[src/rtl/ibex_xif_pkg.sv]
// Shared types for the multdiv timing monitor: operator encoding, channel FSM
// states and the bit positions of the sticky error flags.
package ibex_xif_pkg;

    typedef enum logic [1:0] {
        MD_OP_MULL = 2'd0,
        MD_OP_MULH = 2'd1,
        MD_OP_DIV  = 2'd2,
        MD_OP_REM  = 2'd3
    } md_op_e;

    typedef enum logic [1:0] {
        DIT_IDLE = 2'd0,
        DIT_BUSY = 2'd1,
        DIT_HOLD = 2'd2
    } dit_mon_state_e;

    localparam int ERR_MISMATCH = 0;
    localparam int ERR_TIMEOUT  = 1;
    localparam int ERR_PROTOCOL = 2;
    localparam int ERR_OVERFLOW = 3;

endpackage

[src/rtl/multdiv_timing_monitor_if.sv]
// Per-channel operation handshake bundle observed by the timing monitor.
interface multdiv_timing_monitor_if #(
    parameter int NUM_CH = 1
);
    import ibex_xif_pkg::*;

    logic   [NUM_CH-1:0] start;
    md_op_e [NUM_CH-1:0] op;
    logic   [NUM_CH-1:0] dit;
    logic   [NUM_CH-1:0] valid;
    logic   [NUM_CH-1:0] ready;

    modport master (output start, op, dit, valid, ready);
    modport slave  (input  start, op, dit, valid, ready);

endinterface

[src/rtl/multdiv_timing_chan.sv]
// One monitored multdiv channel: IDLE/BUSY/HOLD tracker, saturating latency
// counter, sticky error flags and a count of completed DIT-checked operations.
module multdiv_timing_chan
    import ibex_xif_pkg::*;
#(
    parameter int CH    = 0,
    parameter int CNT_W = 6
) (
    input  logic                    clk,
    input  logic                    srst,
    multdiv_timing_monitor_if.slave hs,
    input  logic                    exact_mode,
    input  logic [CNT_W-1:0]        exp_lat,
    input  logic                    clr,
    output md_op_e                  op,
    output logic [CNT_W-1:0]        lat,
    output logic                    lat_valid,
    output logic [3:0]              err,
    output logic                    busy,
    output logic [15:0]             checked_cnt
);
    localparam logic [CNT_W-1:0] CNT_MAX = '1;

    dit_mon_state_e   state_reg, state_next;
    logic [CNT_W-1:0] cnt_reg, cnt_next;
    logic [CNT_W-1:0] lat_reg, lat_next;
    md_op_e           op_reg, op_next;
    logic             dit_reg, dit_next;
    logic             lat_valid_reg, lat_valid_next;
    logic             to_fired_reg, to_fired_next;
    logic [3:0]       err_reg, err_next;
    logic [15:0]      checked_reg, checked_next;

    logic start, valid, ready, handshake, mismatch;

    assign start     = hs.start[CH];
    assign valid     = hs.valid[CH];
    assign ready     = hs.ready[CH];
    assign handshake = valid && ready;
    // exp_lat follows op_reg combinationally, so threshold changes apply at once.
    assign mismatch  = exact_mode ? (cnt_reg != exp_lat) : (cnt_reg > exp_lat);

    always_comb begin
        state_next     = state_reg;
        cnt_next       = cnt_reg;
        op_next        = op_reg;
        dit_next       = dit_reg;
        lat_next       = lat_reg;
        lat_valid_next = 1'b0;
        to_fired_next  = to_fired_reg;
        err_next       = clr ? 4'b0000 : err_reg;
        checked_next   = clr ? 16'h0000 : checked_reg;

        unique case (state_reg)
            DIT_IDLE: begin
                if (start) begin
                    op_next       = hs.op[CH];
                    dit_next      = hs.dit[CH];
                    cnt_next      = CNT_W'(1);
                    to_fired_next = 1'b0;
                    state_next    = DIT_BUSY;
                end else if (valid) begin
                    err_next[ERR_PROTOCOL] = 1'b1;
                end
            end
            DIT_BUSY: begin
                if (valid) begin
                    lat_next       = cnt_reg;
                    lat_valid_next = 1'b1;
                    if (dit_reg && mismatch)
                        err_next[ERR_MISMATCH] = 1'b1;
                    state_next = ready ? DIT_IDLE : DIT_HOLD;
                end else begin
                    if (cnt_reg == CNT_MAX)
                        err_next[ERR_OVERFLOW] = 1'b1;
                    else
                        cnt_next = cnt_reg + 1'b1;
                    if (dit_reg && !to_fired_reg && (cnt_reg == exp_lat)) begin
                        err_next[ERR_TIMEOUT] = 1'b1;
                        to_fired_next         = 1'b1;
                    end
                end
            end
            DIT_HOLD: begin
                if (!valid)
                    err_next[ERR_PROTOCOL] = 1'b1;
                if (handshake)
                    state_next = DIT_IDLE;
            end
            default: state_next = DIT_IDLE;
        endcase

        // Completion and back-to-back restart share the IDLE-returning handshake.
        if (state_reg != DIT_IDLE) begin
            if (handshake) begin
                if (dit_reg && (checked_next != 16'hFFFF))
                    checked_next = checked_next + 16'd1;
                if (start) begin
                    op_next       = hs.op[CH];
                    dit_next      = hs.dit[CH];
                    cnt_next      = CNT_W'(1);
                    to_fired_next = 1'b0;
                    state_next    = DIT_BUSY;
                end
            end else if (start) begin
                err_next[ERR_PROTOCOL] = 1'b1;
            end
        end
    end

    always_ff @(posedge clk) begin
        if (srst) begin
            state_reg     <= DIT_IDLE;
            cnt_reg       <= '0;
            op_reg        <= MD_OP_MULL;
            dit_reg       <= 1'b0;
            lat_reg       <= '0;
            lat_valid_reg <= 1'b0;
            to_fired_reg  <= 1'b0;
            err_reg       <= 4'b0000;
            checked_reg   <= 16'h0000;
        end else begin
            state_reg     <= state_next;
            cnt_reg       <= cnt_next;
            op_reg        <= op_next;
            dit_reg       <= dit_next;
            lat_reg       <= lat_next;
            lat_valid_reg <= lat_valid_next;
            to_fired_reg  <= to_fired_next;
            err_reg       <= err_next;
            checked_reg   <= checked_next;
        end
    end

    assign op          = op_reg;
    assign lat         = lat_reg;
    assign lat_valid   = lat_valid_reg;
    assign err         = err_reg;
    assign busy        = (state_reg != DIT_IDLE);
    assign checked_cnt = checked_reg;

endmodule

[src/rtl/multdiv_timing_monitor.sv]
// Latency/protocol monitor for NUM_CH multdiv channels; each channel looks up
// its expected latency by the operator it captured at start.
module multdiv_timing_monitor
    import ibex_xif_pkg::*;
#(
    parameter int NUM_CH = 1,
    parameter int CNT_W  = 6
) (
    input  logic                          clk_i,
    input  logic                          rst_i,
    input  logic   [NUM_CH-1:0]           start_i,
    input  md_op_e [NUM_CH-1:0]           op_i,
    input  logic   [NUM_CH-1:0]           dit_i,
    input  logic   [NUM_CH-1:0]           valid_i,
    input  logic   [NUM_CH-1:0]           ready_i,
    input  logic                          exact_mode_i,
    input  logic   [3:0][CNT_W-1:0]       exp_lat_i,
    input  logic                          clr_i,
    output logic   [NUM_CH-1:0][CNT_W-1:0] lat_o,
    output logic   [NUM_CH-1:0]           lat_valid_o,
    output logic   [NUM_CH-1:0][3:0]      err_o,
    output logic   [NUM_CH-1:0]           busy_o,
    output logic   [NUM_CH-1:0][15:0]     checked_cnt_o
);
    multdiv_timing_monitor_if #(.NUM_CH(NUM_CH)) hs ();

    assign hs.start = start_i;
    assign hs.op    = op_i;
    assign hs.dit   = dit_i;
    assign hs.valid = valid_i;
    assign hs.ready = ready_i;

    generate
        for (genvar gi = 0; gi < NUM_CH; gi++) begin : g_ch
            md_op_e           cur_op;
            logic [CNT_W-1:0] exp_sel;

            assign exp_sel = exp_lat_i[cur_op];

            multdiv_timing_chan #(
                .CH    (gi),
                .CNT_W (CNT_W)
            ) u_chan (
                .clk         (clk_i),
                .srst        (rst_i),
                .hs          (hs),
                .exact_mode  (exact_mode_i),
                .exp_lat     (exp_sel),
                .clr         (clr_i),
                .op          (cur_op),
                .lat         (lat_o[gi]),
                .lat_valid   (lat_valid_o[gi]),
                .err         (err_o[gi]),
                .busy        (busy_o[gi]),
                .checked_cnt (checked_cnt_o[gi])
            );
        end
    endgenerate

endmodule

[config.mk]
export PLATFORM = sky130hd
export DESIGN_NAME = multdiv_timing_monitor
export DESIGN_NICKNAME = d
export VERILOG_FILES = /design/src/rtl/ibex_xif_pkg.sv /design/src/rtl/multdiv_timing_monitor_if.sv /design/src/rtl/multdiv_timing_chan.sv /design/src/rtl/multdiv_timing_monitor.sv
export SDC_FILE = /design/constraint.sdc
export NUM_CORES = 1
export LEC_CHECK = 0
export CORE_MARGIN = 2
export CORE_UTILIZATION = 25
export CTS_BUF_LIST = sky130_fd_sc_hd__clkbuf_16
export CTS_CLUSTER_DIAMETER = 30
export DETAILED_ROUTE_END_ITERATION = 7
export SETUP_SLACK_MARGIN = 0.05
export SYNTH_ARGS = -nofsm -noshare
export SYNTH_HDL_FRONTEND = slang
export SYNTH_HIERARCHICAL = 1
export SYNTH_SLANG_ARGS = --single-unit
export TNS_END_PERCENT = 10
[constraint.sdc]
create_clock -name clk_i -period 3.65 [get_ports clk_i]
set_input_delay 1.095 -clock clk_i [delete_from_list [all_inputs] [get_ports clk_i]]
set_output_delay 1.095 -clock clk_i [all_outputs]
set_load 0.02 [all_outputs]
# ---- Word-level counts from Yosys, hierarchy flattened
# Index checks and enable logic that the tools add are counted.
dict set report totals {
  romBits 0
  register_bits 39
  latchBits 0
  mem_count 0
  mem_bits_rw 0
  inputBits 34
  word_cells 86
}
dict set report classes {
  eq_ne 6
  bitwise_logic 1
  n_div 0
  n_lt_le_gt_ge 2
  n_mul 0
  reduce_logical 10
  n_mux 56
  n_addsub 2
  n_shift 0
}
# op count
set op_table {}
lappend op_table {{2-to-1 mux 16 bit} 4}
lappend op_table {{2-to-1 mux 6 bit} 7}
lappend op_table {{2-to-1 mux 1 bit} 26}
lappend op_table {{2-to-1 mux 2 bit} 13}
lappend op_table {{adder 16 x 1 -> 16 bit (second input constant)} 1}
lappend op_table {{!= test 16 bit (second input constant)} 1}
lappend op_table {{binary-select mux 6 bit (select 2 bit)} 1}
lappend op_table {{case mux 6 bit (2 select lines)} 1}
lappend op_table {{adder 6 x 1 -> 6 bit (second input constant)} 1}
lappend op_table {{equality test 6 bit} 1}
lappend op_table {{equality test 6 bit (second input constant)} 1}
lappend op_table {{greater-than comparator 6 bit} 1}
lappend op_table {{!= test 6 bit} 1}
lappend op_table {{case mux 2 bit (3 select lines)} 1}
lappend op_table {{logical AND 1 bit} 5}
lappend op_table {{2-to-1 mux 4 bit} 1}
lappend op_table {{case mux 1 bit (2 select lines)} 2}
lappend op_table {{< comparator 2 x 3 -> 1 bit (second input constant)} 1}
lappend op_table {{equality test 2 x 1 -> 1 bit (second input constant)} 1}
lappend op_table {{equality test 2 bit (second input constant)} 1}
lappend op_table {{logical NOT 2 bit} 1}
lappend op_table {{AND reduction 2 bit} 1}
lappend op_table {{nonzero test 2 bit} 1}
lappend op_table {{OR reduction 2 bit} 1}
lappend op_table {{2 further kinds} 2}

# ---- Longest topological paths before layout
dict set report depth {
  depth_word 10
  ltp_mapped 9
}

# ---- Cells and area by module
# The synthesis kept the hierarchy.
# module cells_per_inst seq_area_each_um2 area_per_inst_um2 n_inst
set modules_own_cells {}
lappend modules_own_cells {multdiv_timing_chan 239 780.7 2040.7 1}
lappend modules_own_cells {multdiv_timing_monitor 7 0.0 146.4 1}

# ---- Worst setup path after synthesis
# OpenSTA, ideal clock, no wires.
dict set report synth_timing {
  kind {input-to-reg}
  startpoint {input clr_i}
  endpoint {register g_ch[0].u_chan.checked_reg[15]}
  path_buffers 1
  arrival_ns 2.836
  path_slack_ns 0.692
  setup_time_ns 0.121
  cell_stages 8
  cell_sequence {dlygate4sd1_1 -> nor2b_1 -> ha_1 -> and3b_1 -> and4_2 -> a211oi_4 -> nand3b_2 -> mux2_4}
}
dict set report synth_via {
  elab_chain_cells 6
}
# item line_no
set synth_lines {}
lappend synth_lines {{start: declaration} multdiv_timing_monitor.sv:18} ;# input logic clr_i,
lappend synth_lines {{2-to-1 mux 16 bit (*)} multdiv_timing_chan.sv:52} ;# checked_next = clr ? 16'h0000 : checked_reg;
lappend synth_lines {{parallel branches: the longest is 4 deep, another holds adder 16 x 1 -> 16 bit} -}
lappend synth_lines {{2-to-1 mux 16 bit (*)} multdiv_timing_chan.sv:94} ;# if (state_reg != DIT_IDLE) begin
lappend synth_lines {{end signal: assignment} multdiv_timing_chan.sv:131} ;# checked_reg <= checked_next;
lappend synth_lines {{end: declaration} multdiv_timing_chan.sv:32} ;# logic [15:0] checked_reg, checked_next;
# Every way passes the cells marked *.
# A chain may end at the register's enable or synchronous reset.

# ---- Worst setup path after layout
# Ends and elaborated chain as after synthesis.

==> results_dict.tcl <==
set metrics [dict create \
    drtIter0Drc 84 \
    gr-total-overflow 0 \
    mostFrequentLayoutCell "clkdlybuf4s50_1" \
    p_sw_share_pct 24.6 \
    post_cts_resized 0 \
    hold_path.class "register to register" \
    yosysUniqueCellTypes 61 \
    synth-edff-count 0 \
    placementRows 34 \
    globalplace.congestion 0.853 \
    num_vias 2054 \
    finalCritPeriodShare_pct 86.9 \
    cts.sinks 39 \
    fin_setup_tns_ns 0 \
    p_seq_share_pct 44.0 \
    die_h_um 97.5 \
    final_util_pct 35.7 \
    maxCapViolations 0 \
    port_buffers 61 \
    antenna_found_initial 0 \
    syn_nets 288 \
    p_int_mw 0.759 \
    clock_skew_ns 0.00732 \
    wire_per_inst_um 13.5 \
    cts_made_buffers 5 \
    worstSetupStartpointType "input pin" \
    clk_latency_ns 0.28 \
    coreArea_mm2 0.00859 \
    largest_reg_flops 16 \
    async_flop_share_pct 0 \
    rsz0062_at_grt "false" \
    clkSlewWorstSetupHoldPaths_ns 0.06 \
    layout_common_cells "61 x clkdlybuf4s50_1, 39 x dfxtp_1, 31 x nor2_1" \
    p_comb_share_pct 12.4 \
    period_needed_ns 3.17 \
    relSlewSlack_pct 62.4 \
    dp_hpwl_um 4420 \
    ctsHoldBuffers 0 \
    ant_nets 0 \
    dieWidth_um 97.5 \
    path_max_fanout 10 \
    gr-usage-all-layers_pct 11.9 \
    worstPathRequired_ns 3.82 \
    worst_pin_slew_ns 0.562 \
    finalSetupViolCount 0 \
    critPathArrivalTime_ns 3.34 \
    power.density_mw_per_mm2 328 \
    synth.avg_cell_area_um2 8.89 \
    final-seq-area_um2 781 \
    power.switching_mw 0.248 \
    htree_levels 2 \
    first_global_vias 2017 \
    antenna_cells 0 \
    vias_per_cell 4.90 \
    end_kind "register" \
    outcome "complete, no violations" \
    dieArea_mm2 0.00951 \
    syn-cell-area_mm2 0.00219 \
    p_leak_nw 1.15 \
    yosys_warnings 6 \
    cts_max_path_buffers 2 \
    grt_max_degree 19 \
    power_frac_clock_pct 43.6 \
    postLayoutCellArea_mm2 0.00307 \
    ys_seq_area_share_pct 35.7 \
    ys_ff_latch 39 \
    drv_slew 0 \
    synthFlopType "dfxtp_1" \
    syn_inst 246 \
    fillers 877 \
    dr.pass1.iters 5 \
    final_layout_size_suffix_gt1_share_pct 9.32 \
    area_delta_synth_final_pct 40.3 \
    drc 0 \
    nNetsFinal 352 \
    io_pins 62 \
    clock.fmax_mhz 315 \
    multiInputGateArea_mm2 0.00131 \
    critPathKind "input pin to register" \
    holdPathStages 2 \
    fin_hold_ws_ns 0.467 \
    hold_violations 0 \
    start_util_pct 25.5 \
    postCtsSetupBuffers 0 \
    grt_first_pass_wirelength_um 9360 \
    root_buffer "clkbuf_16" \
    reg2reg_depth 7 \
    ir_worst_vdd_mv 0.185 \
    cts_tree "done" \
    wirelength_um 5670 \
    dpl_cell_area_mm2 0.00292 \
]
-- per-layer routing --
metal	vias up	track usage, %	routed length [µm]
met5	-	0	0
met4	0	2.88	57
met3	6	2.95	358
met2	65	21.2	2710
met1	959	14.4	2550
li1	1024	-	-
-- worst paths after layout --
path,startpoint,to,slack [ns]
worst max register to register,g_ch[0].u_chan/op[0],g_ch[0].u_chan/err[0],1.30
worst max-delay path,clr_i,g_ch[0].u_chan/checked_cnt[15],0.48
worst min-delay path,g_ch[0].u_chan/err[3],g_ch[0].u_chan/err[3],0.47
worst min register to register,g_ch[0].u_chan/err[3],g_ch[0].u_chan/err[3],0.47
-- through the flow --
stage | total power [mW] | std cells | setup slack (ns)
after floorplan | 0.518 | 246 | 0.692
after global placement | 0.575 | 411 | 0.276
after global routing | 1.05 | 419 | 0.384
after CTS | 1.02 | 419 | 0.520
after detailed placement | 0.578 | 411 | 0.236
final | 1.01 | 419 | 0.479
-- power groups by stage --
stage | registers (mW) | logic (mW) | clock network [mW]
2_1_floorplan | 0.451 | 0.0670 | 0
3_3_place_gp | 0.453 | 0.122 | 0
3_5_place_dp | 0.453 | 0.125 | 0
4_1_cts | 0.443 | 0.126 | 0.451
5_1_grt | 0.444 | 0.137 | 0.469
6_report | 0.443 | 0.124 | 0.439
-- synth_stat cells (2+ instances only) --
library cell  instances  area share, %
xor2_1                2           0.80
a31oi_1               2           0.57
or3_1                 2           0.57
inv_1                14            2.4
ha_1                  8            4.6
xnor2_1               8            3.2
dfxtp_1              39             36
nor2_1               31            5.3
clkbuf_1              4           0.69
a21oi_1              18            4.1
o21ai_0               5            1.1
nor4_1                2           0.57
o31ai_1               2           0.69
mux4_2                6            6.2
nand2_1              15            2.6
o21ai_1               4           0.92
nor2b_1               5            1.4
and3_1                4            1.1
a21o_1                2           0.69
nand4b_1              2           0.80
nand4_1               5            1.4
nor3_1                4           0.92
nand3_1              12            2.7
nand3b_1              4            1.4
mux2i_1               8            3.7
nand2b_1              3           0.86
-- worst max-delay path, stage by stage --
cell and delay [ns]:
clkdlybuf4s50_1 0.66, nor2b_1 0.13, ha_1 0.26, and3b_1 0.22, and4_2 0.26, a211oi_4 0.30
nand3b_2 0.12, mux2_4 0.30
-- layout make-up --
cell class | instances | share of cell area [%]
Multi-Input combinational cell | 185 | 42.7
Clock inverter | 3 | 0.775
Clock buffer | 5 | 4.08
Timing Repair Buffer | 65 | 20.9
Inverter | 14 | 1.71
Sequential cell | 39 | 25.4
Tap cell | 108 | 4.40
-- kinds of logic after synthesis --
kind of cell,Yosys count,synth area share (%)
and+or+nand+nor,104,25.6
muxes,16,11.0
AOI/OAI and AO/OA,47,14.6
buffers and inverters,22,4.40
DFF,39,35.7
adders and majority gates,8,4.58
xor gates and xnor gates,10,4.00
No activity file was read; power rests on OpenSTA's default activity.
